### config.mk
export PLATFORM = sky130hd
export DESIGN_NAME = uart_rx_ctrl
export DESIGN_NICKNAME = d
export VERILOG_FILES = /design/src/rtl/uart_rx_ctrl.sv
export SDC_FILE = /design/constraint.sdc
export NUM_CORES = 1
export LEC_CHECK = 0
export ABC_AREA = 1
export ABC_CLOCK_PERIOD_IN_PS = 3000
export BUFFER_PORTS_ARGS = -buffer_cell sky130_fd_sc_hd__buf_2
export CAP_MARGIN = 5
export CORE_MARGIN = 8
export CORE_UTILIZATION = 45
export CTS_BUF_LIST = sky130_fd_sc_hd__clkbuf_16
export CTS_CLUSTER_SIZE = 25
export DETAILED_ROUTE_END_ITERATION = 10
export PLACE_DENSITY_LB_ADDON = 0.3
export SYNTH_ARGS = -nofsm -noshare
export SYNTH_HDL_FRONTEND = slang
export SYNTH_SLANG_ARGS = --single-unit
### constraint.sdc
create_clock -name CLK -period 3 [get_ports CLK]
set_clock_uncertainty 0.05 [all_clocks]
set_input_delay 0.45 -clock CLK [delete_from_list [all_inputs] [get_ports CLK]]
set_output_delay 0.45 -clock CLK [all_outputs]
set_load 0.05 [all_outputs]
### src/rtl/uart_rx_ctrl.sv
// uart_rx_ctrl: sequencing controller for the UART receiver.
// Detects the start bit on the synchronized RX line, runs the oversampling
// edge/bit counters from the prescale value latched at start detect, and
// issues one-cycle enables to the sampler, deserializer and the start,
// parity and stop checkers in frame order. data_valid pulses only for
// frames whose stop and parity checks passed.
// Optional feature: define UART_RX_BREAK_DET_EN to add the break_det port
// (all-zero data with a stop error reports a break instead of a drop).
module uart_rx_ctrl #(
  parameter int DATA_WIDTH     = 8,
  parameter int PRESCALE_WIDTH = 6
) (
  input  logic                      CLK,
  input  logic                      RST,
  input  logic                      RX_IN,
  input  logic [PRESCALE_WIDTH-1:0] PRESCALE,
  input  logic                      PAR_EN,
  input  logic                      strt_glitch,
  input  logic                      par_err,
  input  logic                      stp_err,
  output logic [PRESCALE_WIDTH-1:0] edge_cnt,
  output logic [3:0]                bit_cnt,
  output logic                      dat_samp_en,
  output logic                      strt_chk_en,
  output logic                      deser_en,
  output logic                      par_chk_en,
  output logic                      stp_chk_en,
`ifdef UART_RX_BREAK_DET_EN
  output logic                      break_det,
`endif
  output logic                      data_valid
);

  localparam int         PW            = PRESCALE_WIDTH;
  localparam logic [3:0] LAST_DATA_BIT = 4'(DATA_WIDTH);

  typedef enum logic [2:0] {IDLE, START, DATA, PARITY, STOP} state_t;

  state_t        state, state_nxt;
  logic [PW-1:0] p_lat, p_lat_nxt;
  logic          par_en_lat, par_en_lat_nxt;
  logic          par_flag, par_flag_nxt;
  logic [PW-1:0] edge_nxt;
  logic [3:0]    bit_nxt;
  logic [PW-1:0] p_last, mid, mid_eval, mid_nxt;
  logic          wrap, at_eval;
  logic          samp_nxt, strt_nxt, deser_nxt, par_chk_nxt, stp_chk_nxt;
  logic          valid_nxt;
`ifdef UART_RX_BREAK_DET_EN
  logic          zero_flag, zero_flag_nxt;
  logic          break_nxt;
`endif

  // Timing points of the current bit from the latched prescale; a zero
  // prescale clamps the last edge to 0 so the counters still advance.
  always_comb begin
    p_last   = (p_lat == '0) ? '0 : p_lat - PW'(1);
    mid      = (p_lat >> 1) + PW'(2);
    mid_eval = mid + PW'(1);
    wrap     = (edge_cnt >= p_last);
    at_eval  = (edge_cnt == mid_eval);
  end

  // Next-state, counter and latch logic; STOP also leaves on wrap so an
  // illegal prescale whose mid point never occurs still returns to IDLE.
  always_comb begin
    state_nxt      = state;
    p_lat_nxt      = p_lat;
    par_en_lat_nxt = par_en_lat;
    par_flag_nxt   = par_flag;
    valid_nxt      = 1'b0;
`ifdef UART_RX_BREAK_DET_EN
    zero_flag_nxt  = zero_flag;
    break_nxt      = 1'b0;
`endif
    if (wrap) begin
      edge_nxt = '0;
      bit_nxt  = bit_cnt + 4'd1;
    end else begin
      edge_nxt = edge_cnt + PW'(1);
      bit_nxt  = bit_cnt;
    end
    case (state)
      IDLE: begin
        edge_nxt = '0;
        bit_nxt  = '0;
        if (!RX_IN) begin
          state_nxt      = START;
          edge_nxt       = PW'(1);
          p_lat_nxt      = PRESCALE;
          par_en_lat_nxt = PAR_EN;
          par_flag_nxt   = 1'b0;
`ifdef UART_RX_BREAK_DET_EN
          zero_flag_nxt  = 1'b1;
`endif
        end
      end
      START: begin
        if (at_eval && strt_glitch) state_nxt = IDLE;
        else if (wrap)              state_nxt = DATA;
      end
      DATA: begin
`ifdef UART_RX_BREAK_DET_EN
        if ((edge_cnt == mid) && RX_IN) zero_flag_nxt = 1'b0;
`endif
        if (wrap && (bit_cnt >= LAST_DATA_BIT))
          state_nxt = par_en_lat ? PARITY : STOP;
      end
      PARITY: begin
        if (at_eval) par_flag_nxt = par_flag | par_err;
        if (wrap)    state_nxt    = STOP;
      end
      STOP: begin
        if (at_eval) begin
          state_nxt = IDLE;
`ifdef UART_RX_BREAK_DET_EN
          if (zero_flag && stp_err)        break_nxt = 1'b1;
          else if (!stp_err && !par_flag)  valid_nxt = 1'b1;
`else
          if (!stp_err && !par_flag)       valid_nxt = 1'b1;
`endif
        end else if (wrap) begin
          state_nxt = IDLE;
        end
      end
      default: state_nxt = IDLE;
    endcase
    if (state_nxt == IDLE) begin
      edge_nxt = '0;
      bit_nxt  = '0;
    end
  end

  // Strobes are decoded from the next state/edge so the registered copy
  // is high exactly in the cycle whose edge_cnt equals the mid point.
  always_comb begin
    mid_nxt     = (p_lat_nxt >> 1) + PW'(2);
    samp_nxt    = (state_nxt != IDLE);
    strt_nxt    = (state_nxt == START)  && (edge_nxt == mid_nxt);
    deser_nxt   = (state_nxt == DATA)   && (edge_nxt == mid_nxt);
    par_chk_nxt = (state_nxt == PARITY) && (edge_nxt == mid_nxt);
    stp_chk_nxt = (state_nxt == STOP)   && (edge_nxt == mid_nxt);
  end

  // State, counters, latched configuration and registered outputs.
  always_ff @(posedge CLK or negedge RST) begin
    if (!RST) begin
      state       <= IDLE;
      edge_cnt    <= '0;
      bit_cnt     <= '0;
      p_lat       <= '0;
      par_en_lat  <= 1'b0;
      par_flag    <= 1'b0;
      dat_samp_en <= 1'b0;
      strt_chk_en <= 1'b0;
      deser_en    <= 1'b0;
      par_chk_en  <= 1'b0;
      stp_chk_en  <= 1'b0;
      data_valid  <= 1'b0;
`ifdef UART_RX_BREAK_DET_EN
      zero_flag   <= 1'b0;
      break_det   <= 1'b0;
`endif
    end else begin
      state       <= state_nxt;
      edge_cnt    <= edge_nxt;
      bit_cnt     <= bit_nxt;
      p_lat       <= p_lat_nxt;
      par_en_lat  <= par_en_lat_nxt;
      par_flag    <= par_flag_nxt;
      dat_samp_en <= samp_nxt;
      strt_chk_en <= strt_nxt;
      deser_en    <= deser_nxt;
      par_chk_en  <= par_chk_nxt;
      stp_chk_en  <= stp_chk_nxt;
      data_valid  <= valid_nxt;
`ifdef UART_RX_BREAK_DET_EN
      zero_flag   <= zero_flag_nxt;
      break_det   <= break_nxt;
`endif
    end
  end

endmodule

==> results.cfg, run 1 <==
[critical_path]
start_kind = flop
critPathKind = flop to flop
path_max_fanout = 6
rrSetupSlack_ns = -0.32
cp_data_arrival_time_ns = 3.47
cp.required_ns = 3.15
reg2reg_depth = 25
r2r-end = deser_en$_DFF_PN0_
rr_startpoint = p_lat[1]$_DFF_PN0_
end_kind = flop

[synth]
ys.flop_type = dfrtp_1
synth_warnings = 0
ys_types = 33
synth_top_cell_area_share_pct = 34.4
avgSynthCellArea_um2 = 7.35
synth_area_um2 = 1960
synth_commonest_cells = nand2_1 (60), inv_1 (40), dfrtp_1 (27)
synth_top_area_cell = dfrtp_1
synthTopCellsByArea = dfrtp_1 (34%), nand2_1 (11%), ha_1 (8.3%), inv_1 (7.7%), nand3_1 (6.1%)
syn_nets = 293
synth_edf_count = 0
yosysMostFrequentCell = nand2_1
seq_area_frac_synth_pct = 34.4
netlist_instances = 267
async_flop_share_pct = 100
synth_seq_cells = 27

[power]
power.leakage_uw = 0.00150
ir_worst_vdd_mv = 0.633
finalPower_uw = 3180
power.density_nw_per_um2 = 1110

[clocking]
clkTransAtPathRegs_ns = 0.07
cts_buffers = 3
tritoncts = built
insertion_delay_ns = 0.27
hold_buffers = 0
cts_buffer_depth = 2
cts_root_buf = clkbuf_16
htreeDepth = 1
cts.sinks = 27

[worst_hold_path]
hold_path.class = input port to async pin

[routing]
drc = 0
avgRoutedWirePerCell_um = 15.5
first_pass_iters = 4
viasPerCell = 5.22
first_iter_violations = 216
wirelength_um = 6170
num_vias = 2084
ant_nets = 0

[timing]
worst_slew_pin_slew_ns = 0.614
setup_ws_ns = -0.320
period_needed_ns = 3.32
tns_ns = -1.64
hold_viol = 0
rsz0062_at_grt = true
slew_headroom_pct = 59.0
fmax_mhz = 301
setup_viol_count_final = 12
finalCritPeriodShare_pct = 111
finalMaxSlewViolations = 0

[die]
core_um2 = 4260
die-area_um2 = 6730
start_util_pct = 46.0
rows = 24
die_w_um = 82.0
die_height_um = 82.0
io_pins = 29

[final_layout]
drive_gt1_share_pct = 43.8
layout.cells.non_filler = 399
n_fill_cell = 329
diodes = 0
final_net_count = 374
area_growth_pct = 45.9

[flow_run]
drv_cap = 0

[place]
place_congestion = 0.883
placed_cells = 374
dp_hpwl_um = 4050
port_buffers = 28

[global_routing]
grt_max_degree = 28
grt_pass1_wl_um = 9420
grt_pass1_vias = 2063
grt-ovfl-total = 0
antenna_found_initial = 0
grt_usage_pct = 17.9

[outcome]
violations = negative setup slack
outcome = finished with violations
-- routing by layer --
| metal | vias up | wire, um | GRT usage (%) |
|---|---|---|---|
| met5 | - | 0 | 0 |
| met4 | 0 | 99 | 6.14 |
| met3 | 15 | 318 | 2.52 |
| met2 | 60 | 3200 | 31.3 |
| met1 | 1001 | 2560 | 22.0 |
| li1 | 1008 | - | - |
-- critical path, stage by stage, from the launching register on --
cell and delay [ns]:
dfrtp_1 0.39, inv_2 0.12, ha_4 0.16, inv_2 0.04, a21oi_2 0.13, nand3_2 0.10
nor3_2 0.12, a21oi_1 0.07, ha_1 0.31, nand2_1 0.09, inv_1 0.04, nor2_1 0.12
o21a_1 0.19, nand2_4 0.10, inv_4 0.09, buf_4 0.11, buf_4 0.09, buf_4 0.11
nand2_1 0.04, nor2_1 0.19, nand2_2 0.11, nand2_2 0.08, nand3_2 0.06, nor2_2 0.13
nand2_2 0.09, nor2_2 0.12
-- power breakdown --
part	internal, uW	leakage, uW	total [uW]	switching (uW)
Combinational	936	0.00111	2270	1330
Sequential	459	0.000350	597	138
Clock	182	0.0000371	316	135
Total	1580	0.00150	3180	1600
-- through the flow --
| stage | area (um2) | setup WS, ns | hold slack (ns) | utilization (%) |
|---|---|---|---|---|
| 4_1_cts | 2630 | -0.0833 | 0.174 | 61.8 |
| 3_5_place_dp | 2360 | -0.259 | 0.383 | 55.3 |
| 3_3_place_gp | 2360 | -0.231 | 0.380 | 55.3 |
| 5_1_grt | 2860 | -0.545 | 0.192 | 67.1 |
| 6_report | 2860 | -0.320 | 0.139 | 67.1 |
| 2_1_floorplan | 1970 | 0.0156 | 0.104 | - |
-- flip-flops by register name (all words and copies together) (netlist names), 3 cells and up --
| register | cells |
|---|---|
| edge_cnt | 6 |
| p_lat | 6 |
| state | 3 |
| bit_cnt | 4 |
-- cells in the final DEF (no fill, tap or decap), drive strengths merged --
cell type | netlist | final
clkbuf | 1 | 3
o21ai | 13 | 13
nor3 | 7 | 7
inv | 51 | 51
nand3b | 1 | 1
ha | 13 | 13
dfrtp | 27 | 27
or2 | 1 | 1
xor2 | 4 | 4
a21boi | 1 | 1
clkinvlp | 0 | 1
nor2 | 29 | 29
a21oi | 8 | 8
xnor2 | 2 | 2
a211oi | 1 | 1
nand3 | 27 | 27
a31oi | 1 | 1
nand4 | 6 | 6
nand2 | 65 | 66
buf | 2 | 78
nor4 | 2 | 2
nor3b | 1 | 1
o21a | 2 | 2
o21bai | 2 | 2
-- layout make-up --
type	count	area, um2	area share (%)
inverter	51	204	7.13
multi-input combinational	187	1300	45.4
clock buffer	3	75.1	2.62
timing repair buffer	78	534	18.7
clock inverter	1	7.51	0.262
tap	52	65.1	2.27
sequential	27	676	23.6
-- how the worst max path moves through the flow --
stage | startpoint | endpoint | slack (ns)
after CTS | p_lat[1]$_DFF_PN0_ | strt_chk_en$_DFF_PN0_ | -0.08
after global placement | p_lat[1]$_DFF_PN0_ | deser_en$_DFF_PN0_ | -0.23
after global routing | p_lat[1]$_DFF_PN0_ | deser_en$_DFF_PN0_ | -0.54
final | p_lat[1]$_DFF_PN0_ | deser_en$_DFF_PN0_ | -0.32
after floorplan | p_lat[1]$_DFF_PN0_ | stp_chk_en$_DFF_PN0_ | 0.02
after detailed placement | p_lat[1]$_DFF_PN0_ | deser_en$_DFF_PN0_ | -0.26
-- kinds of logic after synthesis --
kind of cell,count (synthesis),share of synthesized area (%)
flip-flops,27,34.4
AO/OA/AOI/OAI,28,8.74
buffers and inverters,54,11.6
AND/OR/NAND/NOR,139,34.2
XOR/XNOR,6,2.68
adder cells (fa/ha/maj),13,8.29
-- timing repair --
action                     CTS  global route
setup endpoints to repair   10            16
resized for setup           26            41
buffers inserted            10            11
gates cloned                 1             0
pin swaps                    3            23
Note: power is estimated with default switching activity, not from simulation.
==> run 2, diff against run 1 <==
--- a/config.mk
+++ b/config.mk
@@ -11,7 +11,6 @@
 export CAP_MARGIN = 5
 export CORE_MARGIN = 8
 export CORE_UTILIZATION = 45
-export CTS_BUF_LIST = sky130_fd_sc_hd__clkbuf_16
 export CTS_CLUSTER_SIZE = 25
 export DETAILED_ROUTE_END_ITERATION = 10
 export PLACE_DENSITY_LB_ADDON = 0.3
==> results.cfg, run 2 (synthesis results as in run 1) <==
[outcome]
outcome = finished with violations
violations = negative setup slack

[timing]
setup_viol_count_final = 10
finalCritPeriodShare_pct = 108
hold_viol = 0
finalMaxSlewViolations = 0
fmax_mhz = 309
setup_ws_ns = -0.238
worst_slew_pin_slew_ns = 0.623
tns_ns = -1.50
period_needed_ns = 3.24
slew_headroom_pct = 58.5
rsz0062_at_grt = true

[critical_path]
worstSetupStartpoint = p_lat[1]$_DFF_PN0_
start_kind = flop
end_kind = flop
crit_slowest_cell = dfrtp_1
path_cells = inv_2 -> ha_4 -> inv_2 -> a21oi_2 -> nand3_2 -> nor3_2 -> a21oi_1 -> ha_1 -> nand2_1 -> o21a_1 -> nand2_4 -> inv_4 -> o21bai_1 -> nand2_1 -> inv_2 -> nand3_4 -> o21bai_2 -> nand2_1 -> nand2_1 -> nand2_1 -> nor2_2 -> nand2_2 -> nor2_2
rr_startpoint = p_lat[1]$_DFF_PN0_
cp_data_arrival_time_ns = 3.42
crit_path_frequent_cell = nand2_1
critPathMaxStageDelay_ns = 0.41
cp.required_ns = 3.19
path_max_fanout = 6
critPathKind = flop to flop

[clocking]
cts_root_buf = clkbuf_8
cts.sinks = 27
htreeDepth = 1
cts_buffers = 3
hold_buffers = 0
cts_buffer_depth = 2
clkTransAtPathRegs_ns = 0.10
insertion_delay_ns = 0.30
tritoncts = built

[routing]
first_pass_iters = 6
ant_nets = 0
wirelength_um = 6180
first_iter_violations = 119
num_vias = 2119
drc = 0
avgRoutedWirePerCell_um = 15.6
viasPerCell = 5.36

[global_routing]
grt_usage_pct = 18.0
grt_max_degree = 28
grt_use_met1_pct = 21.7
grt_pass1_vias = 2045
grt_most_used_layer = met2
grt_use_met3_pct = 2.63
grt-ovfl-total = 0
grt_pass1_wl_um = 9320
antenna_found_initial = 0
grtUsageMet2_pct = 31.6

[power]
ir_worst_vdd_mv = 0.569
power.leakage_uw = 0.00145
power.density_nw_per_um2 = 1080

[final_layout]
multiInputGateArea_um2 = 1260
final_net_count = 370
area_growth_pct = 40.1
final_common_cell = nand2_1
reg_top3 = edge_cnt (6), p_lat (6), bit_cnt (4)
diodes = 0
n_fill_cell = 350
post-route-util_pct = 64.4
layout_common_cells = nand2_1 (56), buf_4 (43), inv_1 (35)
drive_gt1_share_pct = 41.4
seqCellArea_um2 = 676

[die]
io_pins = 29
die_w_um = 82.0
start_util_pct = 46.0
die_height_um = 82.0
die-area_um2 = 6730
rows = 24
core_um2 = 4260

[worst_hold_path]
hold_path.class = input port to async pin

[place]
dp_hpwl_um = 4050
place_congestion = 0.883
port_buffers = 28

[flow_run]
drv_cap = 0
## run 2: cell types whose count changed in the layout (fill, tap and decap cells not counted), sizes merged
cell,before,now
buf,78,74
## run 2: repair_timing
action,CTS,global route
cloned,1,0
endpoints found under the setup margin,10,15
pin swaps,6,2
resized for setup,30,25
buffers inserted,13,4
## run 2: final cells by class
cell class | instances | area share, %
Clock inverter | 1 | 0.273
Inverter | 51 | 7.24
Tap cell | 52 | 2.37
Multi-Input combinational cell | 187 | 45.9
Sequential cell | 27 | 24.6
Timing Repair Buffer | 74 | 18.1
Clock buffer | 3 | 1.50
## run 2: worst max-delay path: cells and delay by family, from the launching register on
| family | cells | cell delay [ns] |
|---|---|---|
| AOI/OAI and AO/OA | 5 | 0.74 |
| adders and majority gates | 2 | 0.46 |
| buffers and inverters | 4 | 0.32 |
| DFF | 1 | 0.41 |
| and+or+nand+nor | 12 | 1.17 |
## run 2: worst paths after layout
| kind | slack, ns | to | cells past startpoint |
|---|---|---|---|
| worst min-delay path | 0.10 | edge_cnt[4]$_DFF_PN0_ | 1 |
| worst min register to register | 0.42 | data_valid$_DFF_PN0_ | 1 |
| worst max register to register | -0.24 | strt_chk_en$_DFF_PN0_ | 23 |
| max in group asynchronous | 2.39 | bit_cnt[1]$_DFFE_PN0P_ | 1 |
| min in group CLK | 0.26 | data_valid$_DFF_PN0_ | 2 |
| worst max-delay path | -0.24 | strt_chk_en$_DFF_PN0_ | 23 |
## run 2: per-layer routing
| layer | part of all wire [%] | wire length [um] |
|---|---|---|
| met1 | 40 | 2440 |
| met5 | 0 | 0 |
| met2 | 50 | 3070 |
| met4 | 3.1 | 193 |
| met3 | 7.6 | 470 |
## run 2: power by group
group | internal [uW] | total (uW) | leakage (uW) | switching (uW)
combinational | 867 | 2160 | 0.00108 | 1290
clock | 95.2 | 231 | 0.0000217 | 136
sequential | 458 | 589 | 0.000350 | 131
total | 1420 | 2980 | 0.00145 | 1560
## run 2: per-stage QoR
stage	total power [uW]	hold slack (ns)	setup WS (ns)	area [um2]	cells
floorplan	1690	0.104	0.0156	1970	267
global placement	2180	0.380	-0.231	2360	374
detailed placement	2200	0.383	-0.259	2360	374
CTS	2740	0.134	-0.0679	2630	392
global route	3190	0.151	-0.446	2750	395
finish	2980	0.101	-0.238	2750	395
==> run 3, diff against run 2 <==
--- a/config.mk
+++ b/config.mk
@@ -5,7 +5,6 @@
 export SDC_FILE = /design/constraint.sdc
 export NUM_CORES = 1
 export LEC_CHECK = 0
-export ABC_AREA = 1
 export ABC_CLOCK_PERIOD_IN_PS = 3000
 export BUFFER_PORTS_ARGS = -buffer_cell sky130_fd_sc_hd__buf_2
 export CAP_MARGIN = 5
==> results.cfg, run 3 <==
[outcome]
outcome = finished with violations
violations = negative setup slack

[clocking]
cts_buffers = 3
cts.sinks = 27
htreeDepth = 1
clkTransAtPathRegs_ns = 0.10
cts_root_buf = clkbuf_8
insertion_delay_ns = 0.29
tritoncts = built
hold_buffers = 0
cts_buffer_depth = 2

[synth]
yosysMostFrequentCell = dfrtp_1
avgSynthCellArea_um2 = 9.66
synth_edf_count = 0
syn_nets = 236
synth_top_cell_area_share_pct = 33.3
seq_area_frac_synth_pct = 33.3
ys_types = 58
synth_seq_cells = 27
async_flop_share_pct = 100
synth_commonest_cells = dfrtp_1 (27), nand2_1 (24), nor2_1 (15)
synth_warnings = 0
netlist_instances = 210
synth_area_um2 = 2030
synthTopCellsByArea = dfrtp_1 (33%), ha_1 (8.0%), xor2_1 (4.7%), nand2_1 (4.4%), xnor2_1 (3.5%)
synth_top_area_cell = dfrtp_1
ys.flop_type = dfrtp_1

[routing]
num_vias = 1825
drc = 0
first_pass_iters = 4
first_iter_violations = 80
wirelength_um = 5480
ant_nets = 0
viasPerCell = 5.43
avgRoutedWirePerCell_um = 16.3

[die]
die_w_um = 83.2
die_height_um = 83.2
rows = 24
core_um2 = 4350
io_pins = 29
die-area_um2 = 6910
start_util_pct = 46.6

[global_routing]
grt_pass1_wl_um = 9050
grt-ovfl-total = 0
grt_max_degree = 28
grt_usage_pct = 15.6
antenna_found_initial = 0
grt_pass1_vias = 1873

[timing]
period_needed_ns = 3.41
setup_ws_ns = -0.413
setup_viol_count_final = 18
tns_ns = -4.86
fin_hold_ws_ns = 0.127
hold_viol = 0
finalCritPeriodShare_pct = 114
finalMaxSlewViolations = 0
worst_slew_pin_slew_ns = 0.781
rsz0062_at_grt = true
slew_headroom_pct = 47.9
fmax_mhz = 293

[place]
place_area_um2 = 2570
port_buffers = 28
placed_cells = 324
place_congestion = 0.855
dp_hpwl_um = 4110

[final_layout]
stdcell_area_um2 = 2870
diodes = 0
final_net_count = 311
final_common_cell = buf_4
layout_common_cells = buf_4 (42), buf_2 (28), dfrtp_1 (27)
area_growth_pct = 41.3
reg_top3 = edge_cnt (6), p_lat (6), bit_cnt (4)
layout.cells.non_filler = 336
drive_gt1_share_pct = 45.4

[critical_path]
end_kind = flop
path_max_fanout = 6
rrSetupSlack_ns = -0.41
cp_data_arrival_time_ns = 3.58
critPathKind = flop to flop
path_cells = inv_2 -> ha_4 -> nand2_4 -> or4_4 -> and2_4 -> ha_4 -> nand2b_4 -> a211o_1 -> a221o_2 -> o31ai_4 -> buf_6 -> nor3_4 -> buf_4 -> buf_12 -> nor3_4
r2r-end = bit_cnt[1]$_DFFE_PN0P_
start_kind = flop
reg2reg_depth = 15
rr_startpoint = p_lat[1]$_DFF_PN0_
crit_slowest_cell = or4_4
cp.required_ns = 3.17
worstSetupStartpoint = p_lat[1]$_DFF_PN0_
critPathMaxStageDelay_ns = 0.42

[worst_hold_path]
hold_path.class = input port to async pin

[power]
power.density_nw_per_um2 = 1300
finalPower_uw = 3740
ir_worst_vdd_mv = 0.745
power.leakage_uw = 0.00135

[flow_run]
drv_cap = 0
## run 3: cell types whose count changed after synthesis, sizes merged, moves of 4 or more
| cell | change |
|---|---|
| nor2 | -14 |
| nand2 | -41 |
| inv | -36 |
| nand3 | -20 |
| o21ai | -8 |
| nand2b | +5 |
| mux2i | +5 |
| xor2 | +7 |
| xnor2 | +6 |
| nor3 | +4 |
## run 3: cell families (layout without fill, tap and decap cells)
| logic type | after synthesis | in the layout | share of synthesized area [%] |
|---|---|---|---|
| xor+xnor | 20 | 20 | 9.31 |
| simple gates | 83 | 83 | 22.6 |
| flops | 27 | 27 | 33.3 |
| fa+ha+maj | 13 | 13 | 8.01 |
| mux | 7 | 7 | 3.58 |
| buf+inv | 22 | 96 | 5.73 |
| compound gates | 38 | 38 | 17.4 |
## run 3: worst max-delay path by stage
stage                                   endpoint  slack, ns  cells past startpoint
after floorplan            strt_chk_en$_DFF_PN0_      -0.48                     14
after global placement     strt_chk_en$_DFF_PN0_      -0.35                     14
after detailed placement      deser_en$_DFF_PN0_      -0.40                     14
after CTS                  strt_chk_en$_DFF_PN0_      -0.38                     15
after global routing      bit_cnt[1]$_DFFE_PN0P_      -0.53                     15
final                     bit_cnt[1]$_DFFE_PN0P_      -0.41                     15
## run 3: critical path: cells and delay by family (launching register included)
kind | cells | cell delay [ns]
buffers and inverters | 4 | 0.58
AND/OR/NAND/NOR | 6 | 0.98
flip-flops | 1 | 0.41
AO/OA/AOI/OAI | 3 | 0.97
adder cells (fa/ha/maj) | 2 | 0.35
## run 3: layout make-up
class | count | area [um2]
Clock buffer | 3 | 41.3
Inverter | 15 | 56.3
Multi-Input combinational cell | 161 | 1470
Sequential cell | 27 | 676
Timing Repair Buffer | 77 | 552
Tap cell | 52 | 65.1
Clock inverter | 1 | 7.51
Fill cell | 351 | 1490
## run 3: report_power, final
| group | switching [uW] | internal [uW] | total, uW |
|---|---|---|---|
| Combinational | 1540 | 1410 | 2950 |
| Clock | 129 | 94.8 | 224 |
| Sequential | 92.3 | 470 | 562 |
## run 3: per-layer routing
layer  routed length [um]  track usage, %  up-vias
met5                    0               0        -
met4                   70            3.83        0
met3                  187            2.93        7
met2                 2690            26.6       30
met1                 2530            19.5      883
li1                     -               -      905
## run 3: stage by stage
stage	util, %	setup WS, ns
finish	65.9	-0.413
global route	65.9	-0.530
CTS	61.1	-0.378
detailed placement	59.1	-0.398
global placement	59.1	-0.354
floorplan	-	-0.482
## run 3: timing repair
| item | in CTS | in global routing |
|---|---|---|
| hold endpoints to repair | 0 | 0 |
| setup endpoints to repair | 18 | 18 |
| pin swaps | 2 | 8 |
| gates resized for setup | 9 | 32 |
| setup buffers | 1 | 7 |
